**src/rtl/mips_fetch_pkg.sv**
```systemverilog
// Shared constants, entry type and counter-width helpers for the MIPS32 fetch unit.
package mips_fetch_pkg;

  localparam int unsigned DEF_ADDR_W          = 32;
  localparam int unsigned DEF_INST_W          = 32;
  localparam logic [DEF_ADDR_W-1:0] DEF_RESET_PC = 32'hBFC0_0000;
  localparam int unsigned DEF_FIFO_DEPTH      = 4;
  localparam int unsigned DEF_MAX_OUTSTANDING = 2;

  // Bits needed to hold a count in the range 0..n inclusive.
  function automatic int unsigned cnt_w(input int unsigned n);
    return $clog2(n + 1);
  endfunction

  localparam int unsigned DEF_FIFO_CNT_W = cnt_w(DEF_FIFO_DEPTH);
  localparam int unsigned DEF_OUT_CNT_W  = cnt_w(DEF_MAX_OUTSTANDING);

  typedef struct packed {
    logic [DEF_ADDR_W-1:0] pc;
    logic [DEF_INST_W-1:0] inst;
  } fetch_entry_t;

endpackage

```
**src/rtl/mips_fetch_if.sv**
```systemverilog
// Fetch unit bus: memory request/response, decode handshake, redirect/halt control, status.
interface mips_fetch_if import mips_fetch_pkg::*; #(
  parameter int unsigned ADDR_W = DEF_ADDR_W,
  parameter int unsigned INST_W = DEF_INST_W
);
  logic              req_valid;
  logic              req_ready;
  logic [ADDR_W-1:0] req_addr;
  logic              resp_valid;
  logic [INST_W-1:0] resp_data;
  logic              inst_valid;
  logic              inst_ready;
  logic [ADDR_W-1:0] inst_pc;
  logic [INST_W-1:0] inst_data;
  logic              redirect_valid;
  logic [ADDR_W-1:0] redirect_pc;
  logic              halt;
  logic              err;
  logic [63:0]       fetch_count;

  modport master (
    output req_valid, req_addr, inst_valid, inst_pc, inst_data, err, fetch_count,
    input  req_ready, resp_valid, resp_data, inst_ready, redirect_valid, redirect_pc, halt
  );

  modport slave (
    input  req_valid, req_addr, inst_valid, inst_pc, inst_data, err, fetch_count,
    output req_ready, resp_valid, resp_data, inst_ready, redirect_valid, redirect_pc, halt
  );
endinterface

```
**src/rtl/mips_fetch_fifo.sv**
```systemverilog
// Generic synchronous FIFO; clear has priority, push into full is allowed when popping.
module mips_fetch_fifo import mips_fetch_pkg::*; #(
  parameter int unsigned WIDTH = 32,
  parameter int unsigned DEPTH = 4
) (
  input  logic                    clk,
  input  logic                    rst,
  input  logic                    clear,
  input  logic                    push,
  input  logic                    pop,
  input  logic [WIDTH-1:0]        din,
  output logic [WIDTH-1:0]        dout,
  output logic                    full,
  output logic                    empty,
  output logic [cnt_w(DEPTH)-1:0] count
);
  localparam int unsigned CNT_W = cnt_w(DEPTH);
  localparam int unsigned PTR_W = (DEPTH > 1) ? $clog2(DEPTH) : 1;

  logic [WIDTH-1:0] mem [DEPTH];
  logic [PTR_W-1:0] wr_ptr, rd_ptr;
  logic             do_push, do_pop;

  function automatic logic [PTR_W-1:0] ptr_next(input logic [PTR_W-1:0] p);
    return (p == PTR_W'(DEPTH - 1)) ? '0 : p + PTR_W'(1);
  endfunction

  assign empty   = (count == '0);
  assign full    = (count == CNT_W'(DEPTH));
  assign do_pop  = pop && !empty;
  assign do_push = push && (!full || do_pop);
  assign dout    = mem[rd_ptr];

  always_ff @(posedge clk) begin
    if (rst || clear) begin
      wr_ptr <= '0;
      rd_ptr <= '0;
      count  <= '0;
    end else begin
      if (do_push) wr_ptr <= ptr_next(wr_ptr);
      if (do_pop)  rd_ptr <= ptr_next(rd_ptr);
      count <= count + CNT_W'(do_push) - CNT_W'(do_pop);
    end
  end

  // Storage needs no reset; validity is tracked by count.
  always_ff @(posedge clk) begin
    if (do_push && !rst && !clear) mem[wr_ptr] <= din;
  end

endmodule

```
**src/rtl/mips_fetch_unit.sv**
```systemverilog
// MIPS32 instruction-fetch front end: credit-limited request issue, in-order response
// pairing via a PC tag queue, prefetch FIFO to decode, redirect flush with stale-drop.
module mips_fetch_unit import mips_fetch_pkg::*; #(
  parameter int unsigned       ADDR_W          = DEF_ADDR_W,
  parameter int unsigned       INST_W          = DEF_INST_W,
  parameter logic [ADDR_W-1:0] RESET_PC        = ADDR_W'(DEF_RESET_PC),
  parameter int unsigned       FIFO_DEPTH      = DEF_FIFO_DEPTH,
  parameter int unsigned       MAX_OUTSTANDING = DEF_MAX_OUTSTANDING
) (
  input  logic         clk,
  input  logic         rst,
  mips_fetch_if.master bus
);
  localparam int unsigned FCNT_W  = cnt_w(FIFO_DEPTH);
  localparam int unsigned OCNT_W  = cnt_w(MAX_OUTSTANDING);
  localparam int unsigned ENTRY_W = ADDR_W + INST_W;

  logic [ADDR_W-1:0]  pc;
  logic [OCNT_W-1:0]  outstanding, drop;
  logic               err_q;
  logic [63:0]        fetch_count_q;

  logic [FCNT_W-1:0]  pf_count;
  logic               pf_empty, pf_full, pf_push, pf_pop;
  logic [ENTRY_W-1:0] pf_head;
  logic [ADDR_W-1:0]  tag_pc;
  logic [OCNT_W-1:0]  tq_count;
  logic               tq_full, tq_empty;
  logic               credit, issue;
  logic [31:0]        occupancy;

  // Every issued request must have a guaranteed FIFO slot once stale ones are discounted.
  always_comb begin
    occupancy = 32'(pf_count) + 32'(outstanding) - 32'(drop);
    credit    = (32'(outstanding) < MAX_OUTSTANDING) && (occupancy < FIFO_DEPTH);
  end

  assign bus.req_valid   = !rst && !bus.halt && !err_q && !bus.redirect_valid && credit;
  assign bus.req_addr    = pc;
  assign issue           = bus.req_valid && bus.req_ready;
  assign bus.err         = err_q;
  assign bus.fetch_count = fetch_count_q;

  assign pf_push = bus.resp_valid && (drop == '0) && !bus.redirect_valid && !err_q;
  assign pf_pop  = bus.inst_valid && bus.inst_ready && !bus.redirect_valid;

  assign bus.inst_valid                = !rst && !pf_empty;
  assign {bus.inst_pc, bus.inst_data}  = pf_head;

  mips_fetch_fifo #(.WIDTH(ADDR_W), .DEPTH(MAX_OUTSTANDING)) u_tag_q (
    .clk   (clk),
    .rst   (rst),
    .clear (1'b0),
    .push  (issue),
    .pop   (bus.resp_valid),
    .din   (pc),
    .dout  (tag_pc),
    .full  (tq_full),
    .empty (tq_empty),
    .count (tq_count)
  );

  mips_fetch_fifo #(.WIDTH(ENTRY_W), .DEPTH(FIFO_DEPTH)) u_prefetch (
    .clk   (clk),
    .rst   (rst),
    .clear (bus.redirect_valid),
    .push  (pf_push),
    .pop   (pf_pop),
    .din   ({tag_pc, bus.resp_data}),
    .dout  (pf_head),
    .full  (pf_full),
    .empty (pf_empty),
    .count (pf_count)
  );

  always_ff @(posedge clk) begin
    if (rst) begin
      pc            <= RESET_PC;
      outstanding   <= '0;
      drop          <= '0;
      err_q         <= 1'b0;
      fetch_count_q <= '0;
    end else begin
      if (bus.redirect_valid) begin
        // Everything still in flight after this cycle belongs to the old path.
        pc   <= bus.redirect_pc;
        drop <= outstanding - OCNT_W'(bus.resp_valid);
        if (bus.redirect_pc[1:0] != 2'b00) err_q <= 1'b1;
      end else begin
        if (issue) pc <= pc + ADDR_W'(4);
        if (bus.resp_valid && (drop != '0)) drop <= drop - OCNT_W'(1);
      end
      outstanding <= outstanding + OCNT_W'(issue) - OCNT_W'(bus.resp_valid);
      if (issue) fetch_count_q <= fetch_count_q + 64'(1);
    end
  end

  logic unused_ok;
  assign unused_ok = &{1'b0, pf_full, tq_full, tq_empty, tq_count};

endmodule

```
**src/flat_wrapper.sv**
```systemverilog
// flat-port wrapper written by rule: the top's interface ports become plain ports
module mips_fetch_unit_flat import mips_fetch_pkg::*;
#(
  parameter int unsigned       ADDR_W          = DEF_ADDR_W,
  parameter int unsigned       INST_W          = DEF_INST_W,
  parameter logic [ADDR_W-1:0] RESET_PC        = ADDR_W'(DEF_RESET_PC),
  parameter int unsigned       FIFO_DEPTH      = DEF_FIFO_DEPTH,
  parameter int unsigned       MAX_OUTSTANDING = DEF_MAX_OUTSTANDING
)
  (clk, rst, bus_req_valid, bus_req_addr, bus_inst_valid, bus_inst_pc, bus_inst_data, bus_err, bus_fetch_count, bus_req_ready, bus_resp_valid, bus_resp_data, bus_inst_ready, bus_redirect_valid, bus_redirect_pc, bus_halt);
  mips_fetch_if #(.ADDR_W(ADDR_W), .INST_W(INST_W)) bus_i ();
  input  logic clk;
  input  logic rst;
  output wire logic [$bits(bus_i.req_valid)-1:0] bus_req_valid;
  output wire logic [$bits(bus_i.req_addr)-1:0] bus_req_addr;
  output wire logic [$bits(bus_i.inst_valid)-1:0] bus_inst_valid;
  output wire logic [$bits(bus_i.inst_pc)-1:0] bus_inst_pc;
  output wire logic [$bits(bus_i.inst_data)-1:0] bus_inst_data;
  output wire logic [$bits(bus_i.err)-1:0] bus_err;
  output wire logic [$bits(bus_i.fetch_count)-1:0] bus_fetch_count;
  input wire logic [$bits(bus_i.req_ready)-1:0] bus_req_ready;
  input wire logic [$bits(bus_i.resp_valid)-1:0] bus_resp_valid;
  input wire logic [$bits(bus_i.resp_data)-1:0] bus_resp_data;
  input wire logic [$bits(bus_i.inst_ready)-1:0] bus_inst_ready;
  input wire logic [$bits(bus_i.redirect_valid)-1:0] bus_redirect_valid;
  input wire logic [$bits(bus_i.redirect_pc)-1:0] bus_redirect_pc;
  input wire logic [$bits(bus_i.halt)-1:0] bus_halt;
  assign bus_req_valid = bus_i.req_valid;
  assign bus_req_addr = bus_i.req_addr;
  assign bus_inst_valid = bus_i.inst_valid;
  assign bus_inst_pc = bus_i.inst_pc;
  assign bus_inst_data = bus_i.inst_data;
  assign bus_err = bus_i.err;
  assign bus_fetch_count = bus_i.fetch_count;
  assign bus_i.req_ready = bus_req_ready;
  assign bus_i.resp_valid = bus_resp_valid;
  assign bus_i.resp_data = bus_resp_data;
  assign bus_i.inst_ready = bus_inst_ready;
  assign bus_i.redirect_valid = bus_redirect_valid;
  assign bus_i.redirect_pc = bus_redirect_pc;
  assign bus_i.halt = bus_halt;
  mips_fetch_unit #(.ADDR_W(ADDR_W), .INST_W(INST_W), .RESET_PC(RESET_PC), .FIFO_DEPTH(FIFO_DEPTH), .MAX_OUTSTANDING(MAX_OUTSTANDING)) u_core (.clk(clk), .rst(rst), .bus(bus_i));
endmodule
```
**config.mk**
```make
export PLATFORM = sky130hd
export DESIGN_NAME = mips_fetch_unit_flat
export DESIGN_NICKNAME = d
export VERILOG_FILES = /design/src/rtl/mips_fetch_pkg.sv /design/src/rtl/mips_fetch_if.sv /design/src/rtl/mips_fetch_fifo.sv /design/src/rtl/mips_fetch_unit.sv /design/src/flat_wrapper.sv
export SDC_FILE = /design/constraint.sdc
export NUM_CORES = 1
export LEC_CHECK = 0
export ABC_AREA = 1
export CAP_MARGIN = 10
export CORE_AREA = 8 8 228 230
export CTS_CLUSTER_SIZE = 8
export DETAILED_ROUTE_END_ITERATION = 16
export DIE_AREA = 0 0 236 238
export GPL_TIMING_DRIVEN = 0
export SLEW_MARGIN = 20
export SYNTH_ARGS = -nofsm -noshare
export SYNTH_HDL_FRONTEND = slang
export SYNTH_SLANG_ARGS = --single-unit
export TNS_END_PERCENT = 20
```
**constraint.sdc**
```tcl
create_clock -name clk -period 8.3 [get_ports clk]
set_input_delay 0.83 -clock clk [delete_from_list [all_inputs] [get_ports clk]]
set_output_delay 0.83 -clock clk [all_outputs]
set_load 0.005 [all_outputs]
```
# ---- Yosys cells after proc, flatten, opt, wreduce, memory -nomap -nowiden
# Memories as Yosys holds them, arrays and structs flattened. A register that Yosys moved wholly into a read port is not among the register bits.
# Cells that the tools add are included.
dict set report classes {
  addsub 16
  order_cmp 2
  eq_ne 4
  n_mux 16
  reduce_logical 39
}
# op n
set op_table {}
lappend op_table {{adder 64 x 1 -> 64 bit, second input constant} 1}
lappend op_table {{2-to-1 mux 32 bit} 2}
lappend op_table {{adder 32 x 3 -> 32 bit, second input constant} 1}
lappend op_table {{less-than comparator 32 x 3 -> 1 bit, second input constant} 1}
lappend op_table {{subtractor 32 x 2 -> 32 bit} 1}
lappend op_table {{logical AND 1 bit} 20}
lappend op_table {{2-to-1 mux 2 bit} 6}
lappend op_table {{logical NOT 1 bit} 8}
lappend op_table {{2-to-1 mux 1 bit} 8}
lappend op_table {{nonzero test 2 bit} 4}
lappend op_table {{== test 2 bit, second input constant} 3}
lappend op_table {{subtractor 2 x 1 -> 2 bit} 3}
lappend op_table {{adder 2 x 1 -> 2 bit} 2}
lappend op_table {{adder 2 x 1 -> 2 bit, second input constant} 2}
lappend op_table {{adder 3 x 2 -> 4 bit} 1}
lappend op_table {{logical NOT 2 bit} 2}
lappend op_table {{adder 3 x 1 -> 3 bit} 1}
lappend op_table {{== test 3 bit, second input constant} 1}
lappend op_table {{logical NOT 3 bit} 1}
lappend op_table {{logical OR 1 bit} 3}
lappend op_table {{subtractor 3 x 1 -> 3 bit} 1}
lappend op_table {{adder 1 bit, second input constant} 2}
lappend op_table {{less-than comparator 2 bit, second input constant} 1}
lappend op_table {{AND reduction 2 bit} 1}
lappend op_table {{subtractor 2 x 1 -> 2 bit, second input constant} 1}
dict set report totals {
  ff_bits 112
  mem_bits_rw 320
  out_inout_bits 163
  elab_cells 90
  mem_count 2
}
# memory words width rd rd_ports_with_merged_regs wr line_no
set mem_list {}
lappend mem_list {u_core.u_prefetch.mem 4 64 1 1 1 mips_fetch_fifo.sv:20} ;# logic [WIDTH-1:0] mem [DEPTH];
lappend mem_list {u_core.u_tag_q.mem 2 32 1 1 1 mips_fetch_fifo.sv:20}

# ---- Logic depth before layout (Yosys ltp)
# Gate-level depths: netlist of run 1.
dict set report logic_depth {
  word_depth 12
  depth_mapped 19
  mapped_depth_nobuf 19
}

# ---- By module
# A second synthesis of run 1 with hierarchy kept.
dict set report unflattened {
  hier_cells 1999
  area_unflattened_um2 19588.8
}
# module n_inst cells_each area_per_inst_um2 seq_area_each_um2
set by_module_without_submodules {}
lappend by_module_without_submodules {{mips_fetch_fifo (u_core.u_prefetch)} 1 689 10000.8 7867.5}
lappend by_module_without_submodules {mips_fetch_unit 1 1164 6841.6 2021.9}
lappend by_module_without_submodules {{mips_fetch_fifo (u_core.u_tag_q)} 1 146 2746.4 2021.9}

# ---- Least setup slack after synthesis of run 1
# Ideal clock, no wire load.
dict set report synth_path {
  path_kind {input to register}
  from {input port bus_redirect_valid}
  to {memory u_core.u_prefetch.mem[0][0] in the netlist's numbering (enable)}
  setup_ns 0.578
  arrival_ns 6.184
  required_ns 7.722
  slack_ns 1.538
  cell_stages 4
  n_path_buf 1
  cell_sequence {buf_2 -> nor4_1 -> o21ai_2 -> nor3b_1}
}
dict set report synth_via {
  elab_chain_cells 9
  word_cells_on_any_way 11
  cone_classes {2 x mux; 9 x reduce/logical}
}
# item line_no
set synth_rtl {}
lappend synth_rtl {{start, declared} flat_wrapper.sv:25} ;# input wire logic [$bits(bus_i.redirect_valid)-1:0] bus_redirect_valid;
lappend synth_rtl {{logical NOT 1 bit *} {mips_fetch_fifo.sv:48, mips_fetch_unit.sv:44, mips_fetch_unit.sv:45}}
lappend synth_rtl {{logical AND 1 bit} mips_fetch_unit.sv:45} ;# assign pf_pop = bus.inst_valid && bus.inst_ready && !bus.redirect_valid;
lappend synth_rtl {{logical AND 1 bit} mips_fetch_fifo.sv:30} ;# assign do_pop = pop && !empty;
lappend synth_rtl {{logical OR 1 bit} mips_fetch_fifo.sv:31} ;# assign do_push = push && (!full || do_pop);
lappend synth_rtl {{logical AND 1 bit} mips_fetch_fifo.sv:31}
lappend synth_rtl {{logical AND 1 bit} mips_fetch_fifo.sv:48} ;# if (do_push && !rst && !clear) mem[wr_ptr] <= din;
lappend synth_rtl {{logical AND 1 bit *} mips_fetch_fifo.sv:48}
lappend synth_rtl {{2-to-1 mux 1 bit *} mips_fetch_fifo.sv:48}
lappend synth_rtl {{2-to-1 mux 1 bit (not written as such) *} mips_fetch_fifo.sv:48}
lappend synth_rtl {{end, declared} mips_fetch_fifo.sv:20}
# Mark *: on every way between the ends. The rest lies on a longest branch, timed or not.

# ---- Worst setup path after layout of run 1
dict set report layout_path {
  from {register u_core.u_prefetch.count[0]}
  to {output port bus_req_valid}
}
dict set report layout_via {
  elab_chain_cells 5
}
# item line_no
set layout_rtl {}
lappend layout_rtl {{start, declared} mips_fetch_fifo.sv:15} ;# output logic [cnt_w(DEPTH)-1:0] count
lappend layout_rtl {{start signal, assigned} mips_fetch_fifo.sv:42} ;# count <= count + CNT_W'(do_push) - CNT_W'(do_pop);
lappend layout_rtl {{adder 3 x 2 -> 4 bit} mips_fetch_unit.sv:34} ;# occupancy = 32'(pf_count) + 32'(outstanding) - 32'(drop);
lappend layout_rtl {{subtractor 32 x 2 -> 32 bit} mips_fetch_unit.sv:34}
lappend layout_rtl {{less-than comparator 32 x 3 -> 1 bit} mips_fetch_unit.sv:35} ;# credit = (32'(outstanding) < MAX_OUTSTANDING) && (occupancy < FIFO_DEPTH);
lappend layout_rtl {{logical AND 1 bit} mips_fetch_unit.sv:35}
lappend layout_rtl {{logical AND 1 bit} mips_fetch_unit.sv:38} ;# assign bus.req_valid = !rst && !bus.halt && !err_q && !bus.redirect_valid && credit;
lappend layout_rtl {{end, declared} flat_wrapper.sv:14} ;# output wire logic [$bits(bus_i.req_valid)-1:0] bus_req_valid;
# Every way passes these cells.

==> results of run 1 <==
==> logic make-up (layout without fill, tap and decap cells) <==
kind of cell	after synthesis	count (layout)	synth area share, %
mux	32	32	1.88
fa+ha+maj	19	19	1.32
xor+xnor	31	31	1.42
simple gates	878	878	19.8
other cells	0	1	0
buf+inv	219	598	4.61
flops	435	435	62.1
compound gates	314	314	8.92
==> per-layer routing <==
| metal | track usage, % | part of all wire [%] | wire length, um |
|---|---|---|---|
| met5 | 0 | 0.022 | 13 |
| met4 | 7.06 | 3.2 | 1900 |
| met3 | 4.83 | 7.5 | 4480 |
| met2 | 35.3 | 49 | 28800 |
| met1 | 25.2 | 41 | 24100 |
==> worst paths after layout <==
path | start | end | slack, ns | cells after the start
max reg2reg | u_core.u_prefetch.count[0] | u_core.u_tag_q.mem[0][0] | 4.33 | 15
max | u_core.u_prefetch.count[0] | bus_req_valid | 3.98 | 12
min reg2reg | u_core.u_tag_q.rd_ptr | u_core.u_tag_q.rd_ptr | 0.47 | 1
min | u_core.u_tag_q.rd_ptr | u_core.u_tag_q.rd_ptr | 0.47 | 1
==> power by group through the flow <==
stage / registers [mW] / clock network (mW) / logic [mW]
after global routing: 2.44 / 2.43 / 0.432
after global placement: 2.48 / 0 / 0.385
final: 2.44 / 2.30 / 0.397
after CTS: 2.44 / 2.35 / 0.399
after floorplan: 2.47 / 0 / 0.220
after detailed placement: 2.48 / 0 / 0.396
==> worst max-delay path, cell delays in order, from the launching register on <==
cell             delay, ns
dfxtp_1               0.33
ha_1                  0.23
fa_1                  0.43
ha_1                  0.30
nand2_1               0.09
nand3_2               0.16
inv_1                 0.06
ha_1                  0.32
nand3_1               0.11
nor2_2                0.15
nand3_2               0.12
inv_1                 0.07
clkdlybuf4s50_1       0.51
==> area by class of cell <==
class | instances | area (sq um) | area share, %
Antenna cell | 1 | 2.50 | 0.0102
Tap cell | 622 | 778 | 3.18
Sequential cell | 435 | 11900 | 48.7
Clock inverter | 4 | 100 | 0.409
Multi-Input combinational cell | 1274 | 6420 | 26.3
Inverter | 142 | 536 | 2.19
Timing Repair Buffer | 271 | 2690 | 11.0
Buffer | 77 | 349 | 1.43
Clock buffer | 104 | 1670 | 6.82
==> stage by stage <==
stage / instance area [sq um] / TNS, ns / instances
2_1_floorplan: 19200 / 0 / 1928
3_3_place_gp: 22300 / -804.79 / 2781
3_5_place_dp: 22700 / 0 / 2821
4_1_cts: 24400 / 0 / 2929
5_1_grt: 24400 / 0 / 2929
6_report: 24400 / 0 / 2930
==> cells in the final DEF, fill, tap and decap left out, drive strengths merged, types with 115 or more instances in the layout <==
cell	instances
nand2	347
clkdlybuf4s50	231
edfxtp	320
inv	141
o21ai	165
nor2	344
dfxtp	115
clkbuf	157
nand3	115
==> state kept, by name (all words and copies together) (netlist names), named ones only <==
| signal | cells |
|---|---|
| u_core.u_tag_q.wr_ptr | 1 |
| u_core.u_tag_q.mem | 64 |
| u_core.u_prefetch.wr_ptr | 2 |
| u_core.u_prefetch.rd_ptr | 2 |
| u_core.u_tag_q.rd_ptr | 1 |
| u_core.u_prefetch.mem | 256 |
| u_core.bus.err | 1 |
| u_core.u_tag_q.count | 2 |
| u_core.drop | 2 |
| u_core.outstanding | 2 |
| u_core.u_prefetch.count | 3 |
| u_core.bus.fetch_count | 64 |
| u_core.bus.req_addr | 32 |
==> results.txt, run 1 <==
The flow ran to the end, and the final reports show no timing, DRC or antenna violations. For the final worst hold slack, the log shows 0.469 ns. Measured slew at the worst slew-check pin: 0.887 ns. The full die area was 0.0562 sq mm; the post-detailed-routing wire length was 59400 um.

The number of clock buffers added by TritonCTS is 60. The logs give 0 for the max-slew violation total from the final report and 2351 for the final net count. In this run the power density over the cells is 210 mW/mm^2. The worst-case IR drop observed on VDD is 0.159 mV. In this run the standard cell core region covers 0.0483 sq mm. Using the TritonRoute via totals, the vias-per-cell ratio works out to 5.20.

The register area share after synthesis came out at 62.1%. In this run, flip-flops and latches consume 47.5% of the power. Of the available clock period, the critical path in the final layout requires 52.0%. In the synthesized netlist the dominant register cell turns out to be edfxtp_1.

Number of antenna violations at the first check in global routing: 1. The number of global-route vias before repair was 14905. Static timing analysis puts the maximum clock frequency at 232 MHz. The average size of a mapped cell is 9.95 sq um, and the residual antenna-violating net count after detailed routing is 0. Entering global routing, the biggest net connects 19 pins. From bottom edge to top edge, the die measures 238 um. Max-cap violations in this run came to 0. After clock tree synthesis, the repair step resized 0 gates.

The total number of placement rows was 81. The cell with the most instances after synthesis was nand2_1. The total via count in the routed design is 15222.

The tools report the post-CTS setup buffer count as 0. The path class of the tightest hold or removal check is reg -> reg. Once layout is complete, the utilization of the core stands at 50.6%.

Fraction of power consumed by combinational cells: 7.7%. For the internal cell power, the log shows 3.96 mW. At the worst endpoint, the required time is 7.47 ns. The cell chosen for the clock root is clkbuf_16. Sorting the synthesized cells by area gives the leading types as edfxtp_1, dfxtp_1, nand2_1. The final number of hold-violating endpoints is 0. The tools report the quantity of hold-fixing buffers added after cts as 0.

Of all flip-flops after synthesis, the portion carrying an async set or reset was 0%. After the first detailed-routing iteration, the DRC count stood at 1238. 234 I/O pins were placed. Measured against its own limit, the worst slew margin works out to 40.9%. The number of flops mapped to enable cells by yosys is 320, and the number of instances in the synthesized netlist is 1928. For the count of H-tree levels built during CTS, the log shows 2. The final routed wire length divided by cell count came out at 20.3 um. The type of the worst setup path was reg -> out. Count of yosys warnings during synthesis: 0. After synthesis the cells add up to 0.0192 sq mm. By count the netlist is led by nand2_1, edfxtp_1, nor2_1. For the finished layout, the period the worst path requires is 4.32 ns. Before CTS, the worst setup slack after placement is 4.18 ns.

At the later pin of the worst-skew pair, clock insertion delay measures 0.63 ns. The total overflow left after global routing is 0. Yosys mapped the design onto 50 distinct sky130hd cell types. Fill cells in the final layout number 4414. Summing internal, switching and leakage power gives 5.13 mW. Port buffering added 231 buffers. Setup repair after global routing left no endpoint under its margin. The worst path meets setup with 3.98 ns of slack. Largest area contributor in the netlist: edfxtp_1. The die span in x is 236 um.

The logs give 20.5% for the overall fraction of global-route tracks in use and 0 for the setup-violating endpoint count in the final report. The growth of design area from synthesis to finish works out to 27.5%. The first-pass GRT wire length was 89100 um; the maximum buffer depth of the clock tree was 3.

Synthesis produced a netlist with a net count of 2018. The synthesized design contains 435 register bits. The switching share of power is 22.9%, and the number of search-and-repair iterations in the first detailed-routing pass is 5. The sum of net half-perimeters after detailed placement came out at 43800 um. TritonCTS built the clock tree. Final RePlAce weighted congestion: 0.952.

The launching element type of the critical path is a flip-flop. In this run the static leakage power is 8.41 nW. After detailed routing, the number of remaining DRC violations is 0. The largest fanout on the critical path is 6, and the share of power burned in the clock network is 44.7%. Clock-pin slew was measured on the worst setup and hold paths at 0.05 ns. The sink count of the clock tree came out at 435. The switching power came out at 1.17 mW. Between clock sinks in the finished design, the worst skew comes to 0.0315 ns. The post-route netlist has 8.76% of its cells at a drive strength greater than 1. For the critical path arrival, the log shows 3.49 ns. Summed over its instances, the top area cell type makes up 50.1% of the synthesized netlist area. Once the floorplan was initialized, standard cells occupied 39.7% of the core. STA classifies the critical path endpoint as a primary output.
Power figures use the tool's default switching activity.
==> run 2, diff against run 1 <==
==> constraint.sdc (replaced) <==
create_clock -name clk -period 4.5 [get_ports clk]
set_input_delay 0.45 -clock clk [delete_from_list [all_inputs] [get_ports clk]]
set_output_delay 0.45 -clock clk [all_outputs]
set_load 0.005 [all_outputs]
==> results of run 2 <==
Same layout as run 1 (identical final DEF). Status: finished, final reports clean.
Among the figures that moved: setup slack after placement 4.18 ns -> 0.557 ns; clock-pin slew on the worst setup and hold paths 0.05 ns -> 0.06 ns; setup slack after layout 3.98 ns -> 0.534 ns; hold slack 0.469 ns -> 0.176 ns; end point of the critical path bus_req_valid -> u_core.u_tag_q.mem[0][0]; register-to-register setup slack 4.33 ns -> 0.53 ns; end point of the worst hold path u_core.u_tag_q.rd_ptr -> u_core.bus.req_addr[21]; total power 5.13 mW -> 9.47 mW; worst IR drop on VDD 0.159 mV -> 0.293 mV
==> run 3, diff against run 2 <==
--- a/config.mk
+++ b/config.mk
@@ -8,10 +8,13 @@
 export ABC_AREA = 1
 export CAP_MARGIN = 10
 export CORE_AREA = 8 8 228 230
+export CTS_BUF_LIST = sky130_fd_sc_hd__clkbuf_8
 export CTS_CLUSTER_SIZE = 8
 export DETAILED_ROUTE_END_ITERATION = 16
 export DIE_AREA = 0 0 236 238
+export GPL_ROUTABILITY_DRIVEN = 0
 export GPL_TIMING_DRIVEN = 0
+export RECOVER_POWER = 25
 export SLEW_MARGIN = 20
 export SYNTH_ARGS = -nofsm -noshare
 export SYNTH_HDL_FRONTEND = slang
==> results.txt, run 3 (same netlist as run 1, synthesis figures left out) <==
The run finished with clean final reports. The fraction of layout instances using a drive strength above 1 was 9.56% (+0.81 points); the post-CTS setup buffer count was 0 (unchanged). The die height is 238 um (unchanged). The number of search-and-repair iterations in the first detailed-routing pass came out at 5 (unchanged). After clock tree synthesis, the clock-pin slew on the worst setup and hold paths is 0.06 ns. Antenna diode count: 0 (-1).

The run gives 0 (unchanged) as the sum of overflow across all layers after global routing. The highest attainable clock frequency is 244 MHz, and the number of maximum-capacitance violations is 0 (unchanged). The worst setup path is launched from a flip-flop. The count of input and output buffers came out at 231 (unchanged).

The die span in x was 236 um (unchanged); the count of H-tree levels built during CTS was 3 (+1). The run gives 24 (+5) as the maximum number of pins on one net before global-route repair. For the overall fraction of global-route tracks in use, the log shows 20.6% (+0.037 points). Number of global-route vias before repair: 15061 (+1.0%). The cell chosen for the clock root is clkbuf_8.

The tools report the number of antenna violations at the first check in global routing as 2 (+1). Type of the tightest min-delay check: in -> reg. STA puts the critical path data arrival time at 4.44 ns. The detailed-route DRC error count is 0 (unchanged), and the power density normalized to cell area is 355 mW/mm^2.

The leakage power total is 8.40 nW (about the same). The library cells used most frequently in the layout, excluding fill and tap cells, are nand2_1, edfxtp_1, nor2_1. The first-pass GRT wire length is 89200 um (+0.17%), and the number of vias per cell after detailed routing is 5.22 (+0.39%). The post-layout instance count excluding filler cells is 2954 (+0.82%). The run gives 0.211 ns as the final worst hold slack.

The worst slew margin relative to its limit was 15.4% (-25 points). Compared with the post-synthesis result, the final layout area differs by 25.3%. The run gives 39.7% (unchanged) as the initial standard-cell utilization of the core. The library cell used most frequently in the layout, excluding fill and tap cells, is nand2_1.

Maximum buffer depth of the clock tree: 3 (unchanged). The logs give 1085 (-12%) for the initial DRC count and 234 (unchanged) for the count of boundary I/O pins. STA classifies the critical path endpoint as a flip-flop. Flip-flop count of the largest register, all copies and words added: 256 (unchanged). The run gives 0 (unchanged) as the max-slew violation total from the final report. The sink count of the clock tree is 435 (unchanged), and the quantity of hold-fixing buffers added after cts is 0 (unchanged). The full die area was 0.0562 sq mm (unchanged); the minimum period implied by the final worst setup slack was 4.10 ns.

For the clock insertion delay at the later pin of the skew report, the log shows 0.64 ns (about the same). At the worst endpoint, the required time is 4.83 ns. The final number of hold-violating endpoints was 0 (unchanged).

The run gives 0 (unchanged) as the residual antenna-violating net count after detailed routing. The largest fanout on the critical path was 14. Setup repair after global routing left no endpoint under its margin. The final net count is 2366 (+0.64%).

In the finished design, the share of the clock period the worst path needs comes to 91.2%. The tools report the maximum vdd drop as 0.173 mV. The run gives 81 (unchanged) as the total number of placement rows. The final routed wire length divided by cell count works out to 20.2 um (-0.47%). The post-detailed-routing wire length was 59600 um (+0.34%); the setup-violating endpoint count in the final report was 0 (unchanged). TritonCTS built the clock tree.

The sum of net half-perimeters after detailed placement is 44100 um (+0.54%). The placeable core region was 0.0483 sq mm (unchanged). The critical path is of the reg -> reg type. The number of placed instances, taps included came out at 2822 (+0.035%). Register name with the most flops: u_core.u_prefetch.mem. The measured slew at the worst slew-check pin is 1.26 ns (+0.369 ns), and the total via count in the routed design is 15407 (+1.2%).

The run gives 0 (unchanged) as the number of gates resized after CTS. The setup clock skew after layout is 0.0251 ns (-0.00648 ns). The tools report the number of buffers added by the clock tree synthesis step as 74 (+23%).
-- run 3: cell type report --
class                           instances  area [sq um]
Buffer                                 77           348
Clock buffer                           82          1130
Clock inverter                         50           246
Fill cell                            4454         24300
Inverter                              142           536
Multi-Input combinational cell       1274          6410
Sequential cell                       435         11900
Tap cell                              622           778
Timing Repair Buffer                  272          2690
-- run 3: where the power goes --
| part | leakage, nW | internal (mW) | switching, mW |
|---|---|---|---|
| clock | 0.823 | 1.73 | 1.59 |
| sequential | 3.82 | 4.43 | 0.0666 |
| combinational | 3.76 | 0.307 | 0.418 |
| total | 8.40 | 6.47 | 2.07 |
-- run 3: worst paths after layout --
check / start / to / slack [ns] / depth (start not counted)
hold / removal: rst / u_core.u_tag_q.mem[0][10] / 0.21 / 2
setup reg to reg: u_core.u_prefetch.count[0] / u_core.u_tag_q.mem[0][11] / 0.40 / 15
hold reg to reg: u_core.u_tag_q.rd_ptr / u_core.u_tag_q.rd_ptr / 0.47 / 1
setup / recovery: u_core.u_prefetch.count[0] / u_core.u_tag_q.mem[0][11] / 0.40 / 15
-- run 3: per-layer routing --
layer,vias up,global-route usage [%],wire length [um]
met5,-,0,26
met1,7352,25.5,24500
met4,4,8.03,1910
met3,118,4.96,4610
met2,565,34.6,28600
li1,7368,-,-
-- run 3: worst max-delay path, stage by stage (launching register included) --
cell     delay, ns
dfxtp_1       0.33
ha_1          0.23
fa_1          0.44
ha_1          0.30
nand2_1       0.08
nand3_2       0.16
inv_1         0.06
ha_1          0.32
nand3_1       0.10
nor2_2        0.16
nand3_2       0.12
nor2_4        0.27
nand2_1       0.22
nor3_4        0.57
buf_8         0.24
buf_8         0.18
-- run 3: stage by stage --
| stage | TNS (ns) | cell area, sq um | utilization [%] | worst slack, ns | total power, mW |
|---|---|---|---|---|---|
| 2_1_floorplan | -481.77 | 19200 | - | -1.88 | 4.97 |
| 3_3_place_gp | -1788.13 | 22300 | 46.1 | -6.93 | 5.30 |
| 3_5_place_dp | 0 | 22700 | 46.9 | 0.380 | 5.31 |
| 4_1_cts | 0 | 24100 | 49.8 | 0.352 | 8.63 |
| 5_1_grt | 0 | 24000 | 49.7 | 0.188 | 8.85 |
| 6_report | 0 | 24000 | 49.7 | 0.395 | 8.54 |
